$ cat config.mk
export PLATFORM = sky130hd
export DESIGN_NAME = pin_handshake_rx
export DESIGN_NICKNAME = d
export VERILOG_FILES = /design/src/rtl/pin_handshake_rx.sv
export SDC_FILE = /design/constraint.sdc
export NUM_CORES = 1
export LEC_CHECK = 0
export ABC_AREA = 1
export CORE_MARGIN = 2
export CORE_UTILIZATION = 25
export DETAILED_ROUTE_END_ITERATION = 8
export MAX_ROUTING_LAYER = met4
export SYNTH_ARGS = -nofsm -noshare
export SYNTH_HDL_FRONTEND = slang
export SYNTH_SLANG_ARGS = --single-unit
$ cat constraint.sdc
create_clock -name clk -period 2 [get_ports clk]
set_input_delay 0.4 -clock clk [delete_from_list [all_inputs] [get_ports clk]]
set_output_delay 0.4 -clock clk [all_outputs]
set_load 0.1 [all_outputs]
$ cat src/rtl/pin_handshake_rx.sv
// pin_handshake_rx: 4-phase req/ack pin receiver feeding a first-word-fall-through FIFO
module pin_handshake_rx #(
    parameter int DATA_W      = 8,
    parameter int DEPTH       = 4,
    parameter int SYNC_STAGES = 2
) (
    input  logic                       clk,
    input  logic                       rst,
    input  logic [DATA_W-1:0]          pin_data,
    input  logic                       pin_req,
    output logic                       pin_ack,
    output logic [DATA_W-1:0]          out_data,
    output logic                       out_valid,
    input  logic                       out_ready,
    output logic [$clog2(DEPTH):0]     fifo_level,
    output logic                       err,
    input  logic                       err_clr
);
    localparam int AW = $clog2(DEPTH);
    localparam int LW = AW + 1;
    localparam logic [LW-1:0] L_FULL = LW'(DEPTH);

    localparam logic [1:0] S_ARM  = 2'd0;
    localparam logic [1:0] S_IDLE = 2'd1;
    localparam logic [1:0] S_WAIT = 2'd2;
    localparam logic [1:0] S_ACK  = 2'd3;

    logic [SYNC_STAGES-1:0] r_sync;
    logic [SYNC_STAGES-1:0] r_sync_vld;
    logic [1:0]             r_state;
    logic                   r_ack;
    logic                   r_err;
    logic [DATA_W-1:0]      r_mem [DEPTH];
    logic [AW-1:0]          r_wr_ptr;
    logic [AW-1:0]          r_rd_ptr;
    logic [LW-1:0]          r_level;

    logic                   w_req_s;
    logic                   w_full;
    logic                   w_push;
    logic                   w_pop;
    logic                   w_abort;
    logic [1:0]             w_state_nxt;

    assign w_req_s    = r_sync[SYNC_STAGES-1];
    assign w_full     = r_level == L_FULL;
    assign w_pop      = out_valid && out_ready;
    assign pin_ack    = r_ack;
    assign err        = r_err;
    assign fifo_level = r_level;
    assign out_valid  = r_level != '0;
    assign out_data   = r_mem[r_rd_ptr];

    // Synchronize pin_req; r_sync_vld marks when req_s reflects the pin rather than reset zeros,
    // so a request held across reset is not mistaken for a released one.
    always_ff @(posedge clk) begin
        if (rst) begin
            r_sync     <= '0;
            r_sync_vld <= '0;
        end else begin
            r_sync     <= {r_sync[SYNC_STAGES-2:0], pin_req};
            r_sync_vld <= {r_sync_vld[SYNC_STAGES-2:0], 1'b1};
        end
    end

    // Handshake FSM next-state, write strobe and abort detection; fullness uses the registered level.
    always_comb begin
        w_state_nxt = r_state;
        w_push      = 1'b0;
        w_abort     = 1'b0;
        unique case (r_state)
            S_ARM: begin
                if (r_sync_vld[SYNC_STAGES-1] && !w_req_s)
                    w_state_nxt = S_IDLE;
            end
            S_IDLE: begin
                if (w_req_s) begin
                    w_push      = !w_full;
                    w_state_nxt = w_full ? S_WAIT : S_ACK;
                end
            end
            S_WAIT: begin
                if (!w_req_s) begin
                    w_abort     = 1'b1;
                    w_state_nxt = S_IDLE;
                end else if (!w_full) begin
                    w_push      = 1'b1;
                    w_state_nxt = S_ACK;
                end
            end
            S_ACK: begin
                if (!w_req_s)
                    w_state_nxt = S_IDLE;
            end
            default: w_state_nxt = S_ARM;
        endcase
    end

    // State, registered ack (high exactly while in ACK) and sticky error with set-over-clear priority.
    always_ff @(posedge clk) begin
        if (rst) begin
            r_state <= S_ARM;
            r_ack   <= 1'b0;
            r_err   <= 1'b0;
        end else begin
            r_state <= w_state_nxt;
            r_ack   <= w_state_nxt == S_ACK;
            r_err   <= w_abort ? 1'b1 : (err_clr ? 1'b0 : r_err);
        end
    end

    // FIFO pointers and occupancy; pointers wrap naturally since DEPTH is a power of two.
    always_ff @(posedge clk) begin
        if (rst) begin
            r_wr_ptr <= '0;
            r_rd_ptr <= '0;
            r_level  <= '0;
        end else begin
            r_wr_ptr <= r_wr_ptr + AW'(w_push);
            r_rd_ptr <= r_rd_ptr + AW'(w_pop);
            r_level  <= r_level + LW'(w_push) - LW'(w_pop);
        end
    end

    // FIFO storage; pin_data is stable while req is high so it is captured without synchronization.
    always_ff @(posedge clk) begin
        if (w_push)
            r_mem[r_wr_ptr] <= pin_data;
    end
endmodule

==> reports/summary.txt, run 1 <==
===============================================================================================
Outcome .......................................................................... finished, final reports clean
CTS tree .........................................................................         done
Max IR drop VDD ..................................................................   0.000611 V
Number of cells produced by synthesis ............................................          175
Synthesized area per cell ........................................................    11.1 um^2
Element type at the critical path start ..........................................     register
Yosys Warn Count .................................................................            0
Total power ......................................................................      4.02 mW
Length of the first detailed-routing pass in iterations ..........................            4
Fmax .............................................................................      526 MHz
Final sum of negative setup slack ................................................         0 ps
Final std cells w/o fill .........................................................          318
Final net count ..................................................................          236
Clock net sink count .............................................................           47
Vias in the first global route ...................................................        1,271
Post-layout util .................................................................        34.5%
Library cell used as clock root buffer ........................................... sky130_fd_sc_hd__clkbuf_8
Crit path required time ..........................................................      1600 ps
Actual transition at the worst max-transition pin ................................       388 ps
Number of nets in the synthesized netlist ........................................          196
DP Wirelength ....................................................................      2640 um
Proportion of layout cells with a drive suffix above 1 ...........................        25.5%
Initial cell density of the core .................................................        25.5%
Remaining max-slew budget at the tightest pin ....................................        74.1%
Final routed DRC violation total .................................................            0
Sum of overflow across all layers after global routing ...........................            0
Data arrival time of the worst path ..............................................      1500 ps
Number of violations of the max-capacitance limit ................................            0
WL/cell ..........................................................................      12.0 um
Final standard cell area without fillers ......................................... 0.00264 mm^2
Period utilization ...............................................................        95.1%
Count of nets left with antenna violations after detail routing ..................            0
Post-synthesis cell type with the largest combined area .......................... sky130_fd_sc_hd__edfxtp_1
Post-route setup slack ...........................................................      98.7 ps
Critical Path, Cell by Cell ...................................................... o21ai_0, o22ai_2, buf_12
Number of placed instances with taps included ....................................          309
Setup repair after global routing missed its margin ..............................           no
Min-delay worst type .............................................................   reg -> reg
Number of vias per cell ..........................................................         4.15
Critical path buffer and inverter count ..........................................            1
Worst slack on hold paths ........................................................       396 ps
Final hold violation count .......................................................            0
Number of distinct library cells after synthesis .................................           22
CTS Buffer Depth .................................................................            2
Final-report max-slew violation count ............................................            0
Post-Place Worst Slack ...........................................................     -44.5 ps
Largest stage delay on the critical path .........................................       560 ps
Share of the synthesized area in the top cell type ...............................        49.3%
LEAKAGE ..........................................................................      1.02 nW
Overall routing resource usage ...................................................        9.50%
Number of inserted diodes ........................................................            0
Maximum fanout count along the critical path .....................................           10
Post-DP Area ..................................................................... 0.00252 mm^2
Row Count ........................................................................           32
Maximum number of pins on one net before global-route repair .....................           19
DR vias ..........................................................................        1,321
Final Critical Period ............................................................      1900 ps
Maximum clock skew at final layout ...............................................      6.94 ps
Detailed router's first-iteration violation count ................................          110
Kind of cell adding the most delay to the critical path ..........................   flip-flops
Core ar. ......................................................................... 0.00765 mm^2
Total setup violations reported at the end of the flow ...........................            0
Synth top area cells ............................................................. sky130_fd_sc_hd__edfxtp_1 (49%), sky130_fd_sc_hd__dfxtp_1 (15%), sky130_fd_sc_hd__nor2_1 (5.6%)
Critical path class ..............................................................   reg -> out
Flip-flop and latch count after synthesis ........................................           47
CP max-delay cell ................................................................ sky130_fd_sc_hd__dfxtp_1
Layout-stage area growth over the synthesis result ...............................        35.3%
Die width ........................................................................      92.3 um
Synthesized area ................................................................. 0.00195 mm^2
Crit end category ................................................................ primary output
Power Density .................................................................... 1520 mW/mm^2
Antenna violations before repair .................................................            0
Final GP Congestion ..............................................................        0.720
PortBufs .........................................................................           26
Post-synthesis sequential area ratio .............................................        64.7%
TritonCTS Buffers ................................................................            5
Clock input transition at the sequential cells of the worst setup and hold paths .        80 ps
Wire length of the first global-routing pass .....................................      6120 um
Clock latency on the worst-skew pair .............................................       300 ps
Total die area ................................................................... 0.00851 mm^2
H-tree levels ....................................................................            2
Chip height ......................................................................      92.3 um
Number of top-level design ports .................................................           27
Final wirelength .................................................................      3810 um
===============================================================================================
state kept, by name, summed over array words and instances, names as in the netlist:
name / cells
r_rd_ptr: 2
r_wr_ptr: 2
fifo_level: 3
r_state: 2
r_sync_vld: 2
err: 1
r_mem: 32
r_sync: 2
pin_ack: 1
worst paths after layout:
check	from	to	slack [ps]	cells past startpoint
setup reg to reg	r_state[0]	fifo_level[2]	170	12
hold reg to reg	r_sync_vld[0]	r_sync_vld[1]	400	2
setup / recovery	r_rd_ptr[1]	out_data[0]	100	3
hold / removal	r_sync_vld[0]	r_sync_vld[1]	400	2
cell type report:
class / instances / area [um^2]
Clock buffer: 6 / 72.6
Inverter: 21 / 78.8
Tap cell: 102 / 128
Sequential cell: 47 / 1270
Fill cell: 753 / 5010
Clock inverter: 2 / 12.5
Multi-Input combinational cell: 103 / 649
Timing Repair Buffer: 37 / 420
placed cells by master, fill, tap and decap left out:
master | synthesis | routed
sky130_fd_sc_hd__xnor2_1 | 2 | 2
sky130_fd_sc_hd__clkbuf_1 | 0 | 1
sky130_fd_sc_hd__nor2_4 | 2 | 2
sky130_fd_sc_hd__dfxtp_4 | 0 | 3
sky130_fd_sc_hd__dfxtp_2 | 0 | 2
sky130_fd_sc_hd__buf_4 | 1 | 16
sky130_fd_sc_hd__o22ai_2 | 0 | 8
sky130_fd_sc_hd__a31oi_1 | 1 | 1
sky130_fd_sc_hd__nand2_1 | 15 | 15
sky130_fd_sc_hd__buf_12 | 0 | 9
sky130_fd_sc_hd__ha_1 | 7 | 6
sky130_fd_sc_hd__clkinvlp_4 | 0 | 1
sky130_fd_sc_hd__clkbuf_8 | 0 | 5
sky130_fd_sc_hd__o21ai_1 | 1 | 1
sky130_fd_sc_hd__fa_1 | 1 | 1
sky130_fd_sc_hd__nand2_8 | 0 | 1
sky130_fd_sc_hd__a21oi_1 | 4 | 4
sky130_fd_sc_hd__nor2_1 | 29 | 29
sky130_fd_sc_hd__edfxtp_1 | 32 | 32
sky130_fd_sc_hd__ha_4 | 0 | 1
sky130_fd_sc_hd__nor3_1 | 4 | 4
sky130_fd_sc_hd__nand2_4 | 2 | 2
sky130_fd_sc_hd__inv_2 | 2 | 4
sky130_fd_sc_hd__inv_1 | 19 | 17
sky130_fd_sc_hd__clkinv_2 | 0 | 1
sky130_fd_sc_hd__o21ai_0 | 19 | 19
sky130_fd_sc_hd__clkdlybuf4s50_1 | 0 | 12
sky130_fd_sc_hd__dfxtp_1 | 15 | 10
sky130_fd_sc_hd__nand3_1 | 7 | 7
synth_stat cells, drive strengths merged:
library cell,count
fa,1
a31oi,1
inv,21
nor2,31
xnor2,2
dfxtp,15
nor3,4
o22ai,8
a21oi,4
edfxtp,32
o21ai,20
ha,7
nand2,18
nand3,7
buf,4
cell families (layout without fill, tap and decap cells):
logic type	Yosys count	count (layout)	synth area share, %
XOR/XNOR	2	2	0.899
buffers and inverters	25	66	5.84
adder cells (fa/ha/maj)	8	8	5.52
AND/OR/NAND/NOR	60	60	13.9
flip-flops	47	47	64.7
AO/OA/AOI/OAI	33	33	9.06
timing repair:
item,4_1_cts,5_1_grt
gates resized for setup,1,5
setup buffers,0,1
setup endpoints to repair,1,1
hold buffers,0,0
pin swaps,0,2
worst register-to-register path: cells and delay by family, from the launching register on:
family                     cells  cell delay, ps
DFF                            1             340
and+or+nand+nor                3             160
AOI/OAI and AO/OA              2             190
adders and majority gates      3             770
buffers and inverters          4             280
layer usage:
metal	global-route usage, %	wire [um]	share of wire [%]
met5	-	0	0
met4	4.10	73	1.9
met3	2.55	132	3.5
met2	14.8	1810	48
met1	11.7	1790	47
where the power goes:
part | internal (mW) | switching [mW] | total (mW) | leakage, nW
combinational | 0.742 | 1.48 | 2.22 | 0.563
sequential | 1.15 | 0.0932 | 1.24 | 0.414
clock | 0.245 | 0.309 | 0.553 | 0.0412
Power figures use the tool's default switching activity.
==> run 2: changes to the inputs <==
==> constraint.sdc (replaced) <==
create_clock -name clk -period 2 [get_ports clk]
set_input_delay 0.2 -clock clk [delete_from_list [all_inputs] [get_ports clk]]
set_output_delay 0.2 -clock clk [all_outputs]
set_load 0.1 [all_outputs]
==> run 2 against run 1 <==
  * Total power is 1.5% lower
  * Die area unchanged
  * Combinational power is 8% lower
  * Global-route usage shrank 0.063 points
  * Largest cell class unchanged
  * Register-to-register slack about the same
  * Maximum frequency grew 3.6%
  * Critical path depth is 8 higher
  * Sequential power about the same
  * Clock-buffer cell count fell by 1
  * Via count down 3.0%
  * Cell count decreased by 0.94%
  * Worst hold slack improved by 13 ps
==> reports/summary.txt, run 2 (synthesis gave the netlist of run 1 again) <==
===============================================================================================
Most common library cell in the layout ignoring fill and taps .................... sky130_fd_sc_hd__edfxtp_1
Number of top-level design ports .................................................           27
CTS tree .........................................................................         done
Chip height ......................................................................      92.3 um
Die width ........................................................................      92.3 um
TritonCTS Buffers ................................................................            5
WL/cell ..........................................................................      11.6 um
Worst slack on hold paths ........................................................       409 ps
Number of flip-flops in the largest register .....................................           32
Post-Place Worst Slack ...........................................................      48.1 ps
Proportion of layout cells with a drive suffix above 1 ...........................        23.5%
Clock input transition at the sequential cells of the worst setup and hold paths .        80 ps
Most used cells in the layout excluding fill and tap cells ....................... sky130_fd_sc_hd__edfxtp_1 (32), sky130_fd_sc_hd__nor2_1 (29), sky130_fd_sc_hd__o21ai_0 (19)
Final net count ..................................................................          234
Remaining max-slew budget at the tightest pin ....................................        77.1%
PortBufs .........................................................................           26
Period utilization ...............................................................        91.8%
Length of the first detailed-routing pass in iterations ..........................            4
Total die area ................................................................... 0.00851 mm^2
H-tree levels ....................................................................            2
Most numerous cell on the critical path .......................................... sky130_fd_sc_hd__inv_1
Number of vias per cell ..........................................................         4.07
Final-report max-slew violation count ............................................            0
Number of violations of the max-capacitance limit ................................            0
Maximum fanout count along the critical path .....................................            4
Element type at the critical path start ..........................................     register
DP Wirelength ....................................................................      2500 um
Initial cell density of the core .................................................        25.5%
Post-DP Area ..................................................................... 0.00248 mm^2
Overall routing resource usage ...................................................        9.43%
Final Critical Period ............................................................      1840 ps
Min-delay worst type .............................................................   reg -> reg
Row Count ........................................................................           32
Final routed DRC violation total .................................................            0
Clock latency on the worst-skew pair .............................................       290 ps
Crit end category ................................................................     register
Maximum clock skew at final layout ...............................................      5.81 ps
Clock net sink count .............................................................           47
Wire length of the first global-routing pass .....................................      6040 um
Library cell used as clock root buffer ........................................... sky130_fd_sc_hd__clkbuf_8
CP max-delay cell ................................................................ sky130_fd_sc_hd__dfxtp_4
Fmax .............................................................................      545 MHz
Sum of overflow across all layers after global routing ...........................            0
Final GP Congestion ..............................................................        0.788
Actual transition at the worst max-transition pin ................................       342 ps
Final standard cell area without fillers ......................................... 0.00261 mm^2
Max IR drop VDD ..................................................................   0.000480 V
Layout-stage area growth over the synthesis result ...............................        33.7%
Critical path class ..............................................................   reg -> reg
DR vias ..........................................................................        1,281
Antenna violations before repair .................................................            0
Core ar. ......................................................................... 0.00765 mm^2
CTS Buffer Depth .................................................................            2
Setup repair after global routing missed its margin ..............................           no
LEAKAGE ..........................................................................      1.00 nW
Final wirelength .................................................................      3640 um
Final hold violation count .......................................................            0
Largest stage delay on the critical path .........................................       360 ps
Count of nets left with antenna violations after detail routing ..................            0
Data arrival time of the worst path ..............................................      2060 ps
Critical Path, Cell by Cell ...................................................... inv_1, ha_1, nand2_2, nand2_1, nand2_1, ha_1, inv_1, fa_1, inv_1, o21ai_0, a21oi_1
Post-route setup slack ...........................................................       164 ps
Total setup violations reported at the end of the flow ...........................            0
Vias in the first global route ...................................................        1,286
Maximum number of pins on one net before global-route repair .....................           19
Number of hold-repair buffers added at the cts stage .............................            0
Crit path required time ..........................................................      2220 ps
Number of inserted diodes ........................................................            0
Detailed router's first-iteration violation count ................................           90
Outcome .......................................................................... finished, final reports clean
Power Density .................................................................... 1520 mW/mm^2
Register with the most flip-flops ................................................        r_mem
===============================================================================================
[run 2: cell count changes in the layout (fill, tap and decap cells not counted), sizes merged]
cell	change
buf	-2
bufinv	+1
clkbuf	-1
clkinv	-1
[run 2: routing by layer]
layer | part of all wire (%) | vias to the layer above | global-route usage (%)
met5 | 0 | - | -
met4 | 1.2 | 0 | 3.73
met3 | 2.9 | 4 | 2.38
met2 | 51 | 15 | 15.9
met1 | 45 | 593 | 10.8
li1 | - | 669 | -
[run 2: critical path, delay by kind of cell, from the launching register on]
| kind | cells | cell delay (ps) |
|---|---|---|
| AND/OR/NAND/NOR | 3 | 240 |
| flip-flops | 1 | 360 |
| buffers and inverters | 3 | 190 |
| AO/OA/AOI/OAI | 2 | 190 |
| adder cells (fa/ha/maj) | 3 | 790 |
[run 2: report_power, final]
part	leakage (nW)	internal (mW)	switching [mW]	total, mW
Clock	0.0502	0.365	0.300	0.665
Sequential	0.414	1.15	0.105	1.26
Combinational	0.536	0.618	1.42	2.04
[run 2: final timing paths]
kind,startpoint,to,slack (ps),depth (start not counted)
min,r_sync_vld[0],r_sync_vld[1],410,2
max reg2reg,r_state[0],fifo_level[2],160,11
max,r_state[0],fifo_level[2],160,11
min reg2reg,r_sync_vld[0],r_sync_vld[1],410,2
[run 2: what timing repair did]
action,in CTS,in global routing
endpoints found under the setup margin,0,2
buffers inserted,0,2
gates resized for setup,0,3
[run 2: layout make-up]
cell class | instances | area, um^2
repair buffers | 35 | 393
well taps | 102 | 128
clock inverters | 2 | 37.5
inverters | 21 | 78.8
multi-input cells | 103 | 623
flip-flops and latches | 47 | 1280
clock buffers | 5 | 68.8
fillers | 748 | 5040
[run 2: per-stage QoR]
stage / power [mW] / TNS (ps) / utilization (%) / std cells
2_1_floorplan: 2.74 / -22.6 / - / 175
3_3_place_gp: 3.29 / 0 / 32.4 / 306
3_5_place_dp: 3.30 / 0 / 32.4 / 306
4_1_cts: 3.97 / 0 / 33.8 / 313
5_1_grt: 4.16 / 0 / 34.1 / 315
6_report: 3.96 / 0 / 34.1 / 315
